`src/rtl/i2s_rx_sync_if.sv`:
```
// Bus bundle for i2s_rx_sync: serial I2S inputs, parallel stereo outputs, lock debug.
// The slave modport is the receiver's view; the master modport is the stream source and sink.
interface i2s_rx_sync_if #(
  parameter int PDATA_WIDTH = 32
);
  logic                   lrck_in;
  logic                   sclk_in;
  logic                   sdata_in;
  logic [PDATA_WIDTH-1:0] pldata_out;
  logic [PDATA_WIDTH-1:0] prdata_out;
  logic                   pvalid_out;
  logic                   locked_dbg;

  // pvalid_out is a one-cycle strobe with no ready: the consumer must take the
  // pair in the cycle it is high, and the pair holds until the next strobe.
  modport slave (
    input  lrck_in, sclk_in, sdata_in,
    output pldata_out, prdata_out, pvalid_out, locked_dbg
  );

  modport master (
    output lrck_in, sclk_in, sdata_in,
    input  pldata_out, prdata_out, pvalid_out, locked_dbg
  );
endinterface

```
`src/rtl/i2s_rx_sync.sv`:
```
// I2S receiver in the MCLK domain: samples LRCK/SCLK/SDATA as data and emits stereo word pairs.
// Define I2S_RX_SYNC_EN to add a two-flop synchroniser ahead of the input register.
module i2s_rx_sync #(
  parameter int PDATA_WIDTH = 32
) (
  input logic           mclk_in,
  input logic           srst_in,
  i2s_rx_sync_if.slave  bus
);
  localparam int CW = $clog2(PDATA_WIDTH + 1);
  localparam logic [CW-1:0] CNT_MAX = CW'(PDATA_WIDTH);
  localparam logic [CW-1:0] MSB_POS = CW'(PDATA_WIDTH - 1);

  typedef enum logic {
    ST_UNLOCKED = 1'b0,
    ST_LOCKED   = 1'b1
  } state_e;

  state_e                 state_q, state_d;
  logic [2:0]             in_s_q, in_s_d;
  logic                   sclk_prev_q, sclk_prev_d;
  logic                   lrck_p_q, lrck_p_d;
  logic [PDATA_WIDTH-1:0] shift_q, shift_d;
  logic [CW-1:0]          count_q, count_d;
  logic [PDATA_WIDTH-1:0] hold_l_q, hold_l_d;
  logic                   left_seen_q, left_seen_d;
  logic [PDATA_WIDTH-1:0] pl_q, pl_d;
  logic [PDATA_WIDTH-1:0] pr_q, pr_d;
  logic                   pvalid_q, pvalid_d;

`ifdef I2S_RX_SYNC_EN
  logic [2:0] sync1_q, sync1_d;
  logic [2:0] sync2_q, sync2_d;
`endif

  logic                   lrck_s, sclk_s, sdata_s;
  logic                   rise, boundary, room;
  logic [PDATA_WIDTH-1:0] bit_word, shift_in;

  always_comb begin
`ifdef I2S_RX_SYNC_EN
    sync1_d = {bus.lrck_in, bus.sclk_in, bus.sdata_in};
    sync2_d = sync1_q;
    in_s_d  = sync2_q;
`else
    in_s_d  = {bus.lrck_in, bus.sclk_in, bus.sdata_in};
`endif
    lrck_s   = in_s_q[2];
    sclk_s   = in_s_q[1];
    sdata_s  = in_s_q[0];
    rise     = sclk_s & ~sclk_prev_q;
    boundary = (lrck_s != lrck_p_q);
    room     = (count_q < CNT_MAX);
    // MSB-first placement; bits past the word width are dropped via room.
    bit_word = {{(PDATA_WIDTH-1){1'b0}}, sdata_s} << (MSB_POS - count_q);
    shift_in = room ? (shift_q | bit_word) : shift_q;

    state_d     = state_q;
    sclk_prev_d = sclk_s;
    lrck_p_d    = lrck_p_q;
    shift_d     = shift_q;
    count_d     = count_q;
    hold_l_d    = hold_l_q;
    left_seen_d = left_seen_q;
    pl_d        = pl_q;
    pr_d        = pr_q;
    pvalid_d    = 1'b0;

    if (rise) begin
      lrck_p_d = lrck_s;
      if (boundary) begin
        // One-bit delay: this rise carries the LSB of the channel just ending.
        shift_d = '0;
        count_d = '0;
        if (state_q == ST_UNLOCKED) begin
          state_d = ST_LOCKED;
        end else if (!lrck_p_q) begin
          hold_l_d    = shift_in;
          left_seen_d = 1'b1;
        end else begin
          pl_d     = hold_l_q;
          pr_d     = shift_in;
          pvalid_d = left_seen_q;
        end
      end else begin
        shift_d = shift_in;
        if (room) count_d = count_q + CW'(1);
      end
    end
  end

  always_ff @(posedge mclk_in) begin
    if (srst_in) begin
      state_q     <= ST_UNLOCKED;
      in_s_q      <= '0;
      sclk_prev_q <= 1'b0;
      lrck_p_q    <= 1'b0;
      shift_q     <= '0;
      count_q     <= '0;
      hold_l_q    <= '0;
      left_seen_q <= 1'b0;
      pl_q        <= '0;
      pr_q        <= '0;
      pvalid_q    <= 1'b0;
`ifdef I2S_RX_SYNC_EN
      sync1_q     <= '0;
      sync2_q     <= '0;
`endif
    end else begin
      state_q     <= state_d;
      in_s_q      <= in_s_d;
      sclk_prev_q <= sclk_prev_d;
      lrck_p_q    <= lrck_p_d;
      shift_q     <= shift_d;
      count_q     <= count_d;
      hold_l_q    <= hold_l_d;
      left_seen_q <= left_seen_d;
      pl_q        <= pl_d;
      pr_q        <= pr_d;
      pvalid_q    <= pvalid_d;
`ifdef I2S_RX_SYNC_EN
      sync1_q     <= sync1_d;
      sync2_q     <= sync2_d;
`endif
    end
  end

  assign bus.pldata_out = pl_q;
  assign bus.prdata_out = pr_q;
  assign bus.pvalid_out = pvalid_q;
  assign bus.locked_dbg = (state_q == ST_LOCKED);
endmodule

```
`src/flat_wrapper.sv`:
```
// flat-port wrapper written by rule: the top's interface ports become plain ports
module i2s_rx_sync_flat 
#(
  parameter int PDATA_WIDTH = 32
)
  (mclk_in, srst_in, bus_lrck_in, bus_sclk_in, bus_sdata_in, bus_pldata_out, bus_prdata_out, bus_pvalid_out, bus_locked_dbg);
  i2s_rx_sync_if #(.PDATA_WIDTH(PDATA_WIDTH)) bus_i ();
  input logic mclk_in;
  input logic srst_in;
  input wire logic [$bits(bus_i.lrck_in)-1:0] bus_lrck_in;
  input wire logic [$bits(bus_i.sclk_in)-1:0] bus_sclk_in;
  input wire logic [$bits(bus_i.sdata_in)-1:0] bus_sdata_in;
  output wire logic [$bits(bus_i.pldata_out)-1:0] bus_pldata_out;
  output wire logic [$bits(bus_i.prdata_out)-1:0] bus_prdata_out;
  output wire logic [$bits(bus_i.pvalid_out)-1:0] bus_pvalid_out;
  output wire logic [$bits(bus_i.locked_dbg)-1:0] bus_locked_dbg;
  assign bus_i.lrck_in = bus_lrck_in;
  assign bus_i.sclk_in = bus_sclk_in;
  assign bus_i.sdata_in = bus_sdata_in;
  assign bus_pldata_out = bus_i.pldata_out;
  assign bus_prdata_out = bus_i.prdata_out;
  assign bus_pvalid_out = bus_i.pvalid_out;
  assign bus_locked_dbg = bus_i.locked_dbg;
  i2s_rx_sync #(.PDATA_WIDTH(PDATA_WIDTH)) u_core (.mclk_in(mclk_in), .srst_in(srst_in), .bus(bus_i));
endmodule
```
`config.mk`:
```
export PLATFORM = sky130hd
export DESIGN_NAME = i2s_rx_sync_flat
export DESIGN_NICKNAME = d
export VERILOG_FILES = /design/src/rtl/i2s_rx_sync_if.sv /design/src/rtl/i2s_rx_sync.sv /design/src/flat_wrapper.sv
export SDC_FILE = /design/constraint.sdc
export NUM_CORES = 1
export LEC_CHECK = 0
export ABC_CLOCK_PERIOD_IN_PS = 2100
export CORE_MARGIN = 2
export CORE_UTILIZATION = 50
export DETAILED_ROUTE_END_ITERATION = 8
export MAX_ROUTING_LAYER = met4
export PLACE_DENSITY_LB_ADDON = 0.05
export SLEW_MARGIN = 20
export SYNTH_ARGS = -nofsm -noshare
export SYNTH_HDL_FRONTEND = slang
export SYNTH_SLANG_ARGS = --single-unit
```
`constraint.sdc`:
```
create_clock -name mclk_in -period 2.1 [get_ports mclk_in]
set_clock_uncertainty 0.1 [all_clocks]
set_input_delay 0.525 -clock mclk_in [delete_from_list [all_inputs] [get_ports mclk_in]]
set_output_delay 0.525 -clock mclk_in [all_outputs]
set_load 0.05 [all_outputs]
```
# Yosys cells after proc, flatten, opt, wreduce, memory -nomap -nowiden
# Index checks and enable logic that the tools add are counted.
[word_totals]
ff_bits = 142
latch_bits = 0
ramBits = 0
romBits = 0
input_bits = 5
out_inout_bits = 66
elab_cells = 33
memories = 0
[op_classes]
add_sub_neg = 2
n_mul = 0
div_mod_pow = 0
magnitude_cmp = 1
n_eq_ne = 1
shift = 1
muxes = 4
n_bitwise = 7
n_reduce_logical = 6
[op_table]
columns = ["operator", "count"]
rows = [
  ["32-bit 2-to-1 mux", 2],
  ["32-bit OR", 1],
  ["1-bit by 6-bit << shifter with 32-bit output", 1],
  ["6-bit 2-to-1 mux", 2],
  ["4-bit AND reduction", 2],
  ["6-bit by 1-bit adder with 6-bit output, second input constant", 1],
  ["6-bit < comparator, second input constant", 1],
  ["5-bit by 6-bit subtractor with 6-bit output, first input constant", 1],
  ["1-bit NOT", 5],
  ["5-bit OR reduction", 1],
  ["2-bit AND reduction", 2],
  ["2-bit nonzero test", 1],
  ["1-bit bitwise AND", 1],
  ["1-bit != test", 1],
]

# Longest topological paths before layout
[logic_depth]
word_depth = 5
depth_mapped = 7
mapped_depth_nobuf = 5

# Worst setup path before layout
# OpenSTA, ideal clock, no wires.
[synth_path]
kind = "flip-flop to flip-flop"
from = "register u_core.lrck_p_q"
to = "register u_core.pl_q[0] (netlist: u_core.bus.pldata_out[0])"
setup_ns = 0.072
arrival_time_ns = 1.650
required_time_ns = 1.928
slack_ns = 0.279
path_stages_with_launch = 8
path_buffers = 2
period_less_slack_ns = 1.821
cell_sequence = "dfxtp_1 -> inv_1 -> ha_1 -> nor3b_4 -> and2_1 -> buf_4 -> buf_6 -> mux2i_1"
[synth_via]
elab_chain_len = 2
[synth_rtl]
columns = ["element", "line_no", "text"]
rows = [
  ["start: declaration", "i2s_rx_sync.sv:22", "logic lrck_p_q, lrck_p_d;"],
  ["start signal: assignment", "i2s_rx_sync.sv:113", "lrck_p_q <= lrck_p_d;"],
  ["1-bit != test", "i2s_rx_sync.sv:52", "boundary = (lrck_s != lrck_p_q);"],
  ["4-bit AND reduction (no line) (*)", "--", ""],
  ["end signal: assignment", "i2s_rx_sync.sv:118", "pl_q <= pl_d;"],
  ["end: declaration", "i2s_rx_sync.sv:27", "logic [PDATA_WIDTH-1:0] pl_q, pl_d;"],
]
# Every way passes the cells marked *; elsewhere a longest branch is shown, timed or not.
# A chain may end at the register's enable or synchronous reset.

# Worst setup path after layout
[layout_path]
from = "register u_core.pvalid_q (netlist: u_core.bus.pvalid_out)"
to = "output port bus_pvalid_out"
[layout_rtl]
columns = ["element", "line_no", "text"]
rows = [
  ["start: declaration", "i2s_rx_sync.sv:29", "logic pvalid_q, pvalid_d;"],
  ["start signal: assignment", "i2s_rx_sync.sv:120", "pvalid_q <= pvalid_d;"],
  ["end: declaration", "flat_wrapper.sv:15", "output wire logic [$bits(bus_i.pvalid_out)-1:0] bus_pvalid_out;"],
]
# No word-level cell between the ends.

==> impl_metrics.yaml <==
status:
  outcome: "completed"
final_layout:
  fin_cells: 783
  diodes: 0
  area_growth_pct: 22.8
  final_util_pct: 63.0
  nNetsFinal: 637
  layout-drive-gt1-share_pct: 19.6
sta:
  hold_ws_ps: 252
  finalSetupTns_ps: 0
  layout_setup_ws_ps: 121
  max-slew-margin-rel_pct: 54.5
  final-setup-viol-count: 0
  post-route-min-period_ps: 1980
  rsz0062_at_grt: "no"
  slew_viol_final: 0
  worst-slew-pin-transition_ps: 680
  hold_viol_final: 0
  max_freq_mhz: 505
  period_share_pct: 94.2
clocking:
  clock-sinks: 142
  clock_path_buffers: 2
  clock_latency_ps: 530
  cts_resized: 1
  clk_pin_slew_ps: 60
  cts_tree: "yes"
  h-tree-depth: 4
  post_cts_buffers: 0
  cts-buffers-inserted: 17
  cts_root_buf: "clkbuf_8"
  hold_buffers: 0
critical_path:
  start_kind: "flip-flop"
  endpoint_kind: "output pin"
  cp_slowest_cell: "dlygate4sd2_1"
  cp_cell_sequence: "dlygate4sd2_1"
  critPathBufInv: 1
  critPathRequiredTime_ps: 1470
  cp_top_family: "buffers and inverters"
  critPathMaxStageDelay_ps: 520
  worst-setup-path-type: "flip-flop to output pin"
  worstPathArrival_ps: 1350
  critPathMaxFanout: 1
global_routing:
  grt_start_max_net_pins: 77
  grt_pass1_wl_mm: 20.6
  grt_pass1_vias: 3963
  grt_overflow: 0
  antenna_found_initial: 0
  grt_use_total_pct: 23.0
floorplanning:
  die_h_um: 110
  ios: 71
  rows: 38
  coreArea_um2: 10900
  die_w_um: 110
  die-area_um2: 12000
  start_util_pct: 51.3
min_path:
  min_path_type: "input port to flip-flop"
detailed_routing:
  dr.pass1.iters: 5
  first_iter_violations: 204
  dr_total_vias: 4327
  wl_per_cell_um: 16.1
  drc: 0
  drtAntennaViolNets: 0
  wirelength_mm: 12.6
  avgViaCountPerCell: 5.53
job:
  cap_violations: 0
placed_design:
  dp_slack_ps: 199
  place_inst: 751
  gp_congestion: 0.827
  dpl.hpwl_mm: 8.39
  portBuffers: 70
logic_synthesis:
  async_reset_ff_share_pct: 0
  yosys_warnings: 0
  avgSynthCellArea_um2: 9.56
  syn_area_um2: 5590
  synth_top_area_share_pct: 50.9
  synth_common_cells: "142 x dfxtp_1, 72 x nor2_1, 68 x a21oi_1"
  synth_cell_types: 36
  post-synth-top-count-cell: "dfxtp_1"
  synth_edf_count: 0
  syn_nets: 591
  yosys-top-cells-area: "dfxtp_1 51%, a211oi_1 8.6%, nand2b_1 7.4%, a21oi_1 6.1%, mux2i_1 5.9%"
  seq_area_frac_synth_pct: 50.9
  yosysTopAreaCell: "dfxtp_1"
  synthFlopType: "dfxtp_1"
  ys_ff_latch: 142
  syn_inst: 584
pwr:
  vdd_ir_drop_max_uv: 581
  p_leak_uw: 0.00242
  p_per_area_nw_per_um2: 889
-- cells by family (layout without fill, tap and decap cells) --
| family | after synthesis | count (layout) | synth area share, % |
|---|---|---|---|
| AND/OR/NAND/NOR | 177 | 177 | 18.6 |
| AO/OA/AOI/OAI | 170 | 170 | 19.0 |
| flip-flops | 142 | 142 | 50.9 |
| buffers and inverters | 60 | 119 | 5.15 |
| multiplexers | 33 | 33 | 5.91 |
| adder cells (fa/ha/maj) | 2 | 2 | 0.448 |
-- routing by layer --
metal,vias to the layer above,share of wire [%],global-route usage (%)
met3,21,4.8,5.04
met1,2012,50,33.2
met2,116,43,31.0
met4,0,1.9,9.22
li1,2178,-,-
met5,-,0,-
-- area by class of cell --
cell class              instances  area [um^2]
clock buffers                  20          455
fillers                       877         4030
repair buffers                 86          729
inverters                       1         3.75
well taps                     140          175
flip-flops and latches        142         2840
clock inverters                12          189
multi-input cells             382         2470
-- layout by cell type, fill, tap and decap left out, drive strengths merged, types with 3 or more instances in the layout --
cell type	instances
nor2	72
buf	82
and4b	3
and4bb	4
nand3	3
dfxtp	142
clkbuf	20
a211oi	64
a21oi	68
bufinv	5
mux2i	33
and3b	3
nor2b	7
nor4b	4
and2	3
clkdlybuf4s50	3
a31oi	33
nand2b	66
clkinv	7
-- path summary, 6_finish.rpt --
check	from	to	slack, ps	depth (start not counted)
max	u_core.bus.pvalid_out	bus_pvalid_out	120	1
min	srst_in	u_core.bus.locked_dbg	250	2
max reg2reg	u_core.lrck_p_q	u_core.bus.pldata_out[4]	210	6
min reg2reg	u_core.left_seen_q	u_core.left_seen_q	370	2
-- worst register-to-register path: stages (launching register included) --
cell and delay, ps:
dfxtp_1 340, inv_1 50, ha_1 350, nor3b_4 260, and2_2 210, buf_12 270
mux2i_1 250
-- state kept, by name, indices dropped and copies added, names as in the netlist, 3 cells and up --
name / cells
u_core.bus.pldata_out: 32
u_core.bus.prdata_out: 32
u_core.count_q: 6
u_core.hold_l_q: 32
u_core.in_s_q: 3
u_core.shift_q: 32
-- through the flow --
step	cell area (um^2)	total power [uW]
2_1_floorplan	5590	2880
3_3_place_gp	6210	2930
3_5_place_dp	6210	2930
4_1_cts	6850	6140
5_1_grt	6860	6300
6_report	6860	6100
-- where the power goes --
part,internal [uW],switching (uW),total (uW)
Clock,2130,1090,3230
Sequential,2710,12.2,2720
Combinational,63.6,91.4,155
No activity file was read; power rests on OpenSTA's default activity.
==> edit: new RTL, same settings <==
`PDATA_WIDTH` is set to 32 in 3 places; all go to 16.
--- a/src/rtl/i2s_rx_sync_if.sv
+++ b/src/rtl/i2s_rx_sync_if.sv
@@ -3,3 +3,3 @@
 interface i2s_rx_sync_if #(
-  parameter int PDATA_WIDTH = 32
+  parameter int PDATA_WIDTH = 16
 );
--- a/src/rtl/i2s_rx_sync.sv
+++ b/src/rtl/i2s_rx_sync.sv
@@ -3,3 +3,3 @@
 module i2s_rx_sync #(
-  parameter int PDATA_WIDTH = 32
+  parameter int PDATA_WIDTH = 16
 ) (
--- a/src/flat_wrapper.sv
+++ b/src/flat_wrapper.sv
@@ -3,3 +3,3 @@
 #(
-  parameter int PDATA_WIDTH = 32
+  parameter int PDATA_WIDTH = 16
 )
Ports: changed (resized bus_pldata_out and bus_prdata_out); port bits go from 71 to 39. The function was not compared with the original's and may differ.
==> edit against the unedited design <==
- routed wire length fell by 51%
- power fell by 56%
- hold slack improved by 0.12 ns
- critical path depth rose by 5
- global-route usage fell by 2.9 points
- sequential cell count fell by 65
- cell area fell by 47%
- utilization fell by 1.9 points
- maximum frequency rose by 6.1%
- area after synthesis fell by 45%
- setup slack improved by 0.11 ns
- critical path type is now register to register
- highest routed layer unchanged
==> edit: results <==
[outcome]
status = finished, final reports clean

[drt]
dr.pass1.iters = 4
viasPerCell = 5.30
drt_iter0_drc = 113
wl_um = 6230
dr_total_vias = 2291

[global_route]
grt_use_total = 0.201
grt_pass1_vias = 1914
grt_max_degree = 34
grt_pass1_wl_um = 9950

[clock_tree]
cts-buffers-inserted = 9
clk_pin_slew_worst_paths_ns = 0.08

[synthesis]
synth_area_leaders = dfxtp_1 50%, a21oi_1 8.3%, nand2b_1 6.9%, mux2i_1 5.5%, a211oi_1 5.3%
synth_area_per_cell_um2 = 9.77
synth_cell_types = 32
syn_nets = 323
synth_top_cells_by_count = 77 x dfxtp_1, 51 x a21oi_1, 39 x nor2_1, 34 x nand2b_1, 22 x a211oi_1
synth-seq-area-share = 0.499

[placement]
port_buffers = 38
hpwl_um = 4320
place_inst = 416

[power_and_ir_drop]
vdd_drop_max_mv = 0.480
power.internal_uw = 2060

[final_layout]
fillers = 549
fin_nets = 359
drive_above_1_share = 0.216

[critical_path]
ff2ff_setup_slack_ns = 0.24
critPathMaxFanout = 18
cp.arrival_ns = 1.99

[worst_hold_path]
min_path_type = register to register
[edit: critical path, cell delays in order (launching register included)]
cell and delay [ns]:
dfxtp_1 0.35, inv_1 0.05, ha_1 0.33, nor3b_2 0.24, buf_4 0.24, or2_2 0.35
nor2_1 0.09
[edit: cell families after synthesis]
family,count (synthesis),share of synthesized area
AND/OR/NAND/NOR,105,0.203
AO/OA/AOI/OAI,86,0.182
flip-flops,77,0.499
buffers and inverters,28,0.0494
multiplexers,18,0.0588
adder cells (fa/ha/maj),2,0.00810
[edit: worst paths after layout]
check / startpoint / end / cells after the start
max: u_core.lrck_p_q$_SDFFE_PP0N_ / u_core.shift_q[8]$_SDFFE_PP0N_ / 6
min: u_core.bus.pldata_out[15]$_SDFFE_PP0N_ / u_core.bus.pldata_out[15]$_SDFFE_PP0N_ / 2
max reg2reg: u_core.lrck_p_q$_SDFFE_PP0N_ / u_core.shift_q[8]$_SDFFE_PP0N_ / 6
min reg2reg: u_core.bus.pldata_out[15]$_SDFFE_PP0N_ / u_core.bus.pldata_out[15]$_SDFFE_PP0N_ / 2
[edit: layout make-up]
cell class / instances / area, um^2 / area share
Tap cell: 75 / 93.8 / 0.0258
Inverter: 1 / 3.75 / 0.00103
Timing Repair Buffer: 52 / 417 / 0.114
Sequential cell: 77 / 1540 / 0.423
Clock buffer: 10 / 128 / 0.0351
Clock inverter: 6 / 63.8 / 0.0175
Multi-Input combinational cell: 211 / 1390 / 0.383
[edit: power groups by stage]
| stage | logic, uW | registers, uW | clock network (uW) |
|---|---|---|---|
| 6_report | 103 | 1480 | 1080 |
| 3_3_place_gp | 104 | 1510 | 0 |
| 4_1_cts | 104 | 1480 | 1110 |
| 2_1_floorplan | 68.8 | 1510 | 0 |
| 3_5_place_dp | 104 | 1510 | 0 |
| 5_1_grt | 113 | 1480 | 1180 |
[edit: per-stage QoR]
stage | hold WS [ns] | power, uW | setup slack (ns)
global route | 0.390 | 2780 | 0.0623
CTS | 0.373 | 2700 | 0.0110
global placement | 0.347 | 1620 | 0.297
detailed placement | 0.354 | 1620 | 0.239
finish | 0.371 | 2670 | 0.236
floorplan | 0.333 | 1580 | 0.346
[edit: timing repair]
item                                    4_1_cts  5_1_grt
resized for setup                             3        1
buffers inserted                              0        0
hold buffers                                  0        0
endpoints found under the setup margin        3        1
[edit: per-layer routing]
metal	global-route usage	vias to the layer above	wire length (um)
li1	-	1185	-
met1	0.288	1054	3310
met2	0.277	43	2600
met3	0.0391	9	224
met4	0.0787	0	90
met5	-	-	0
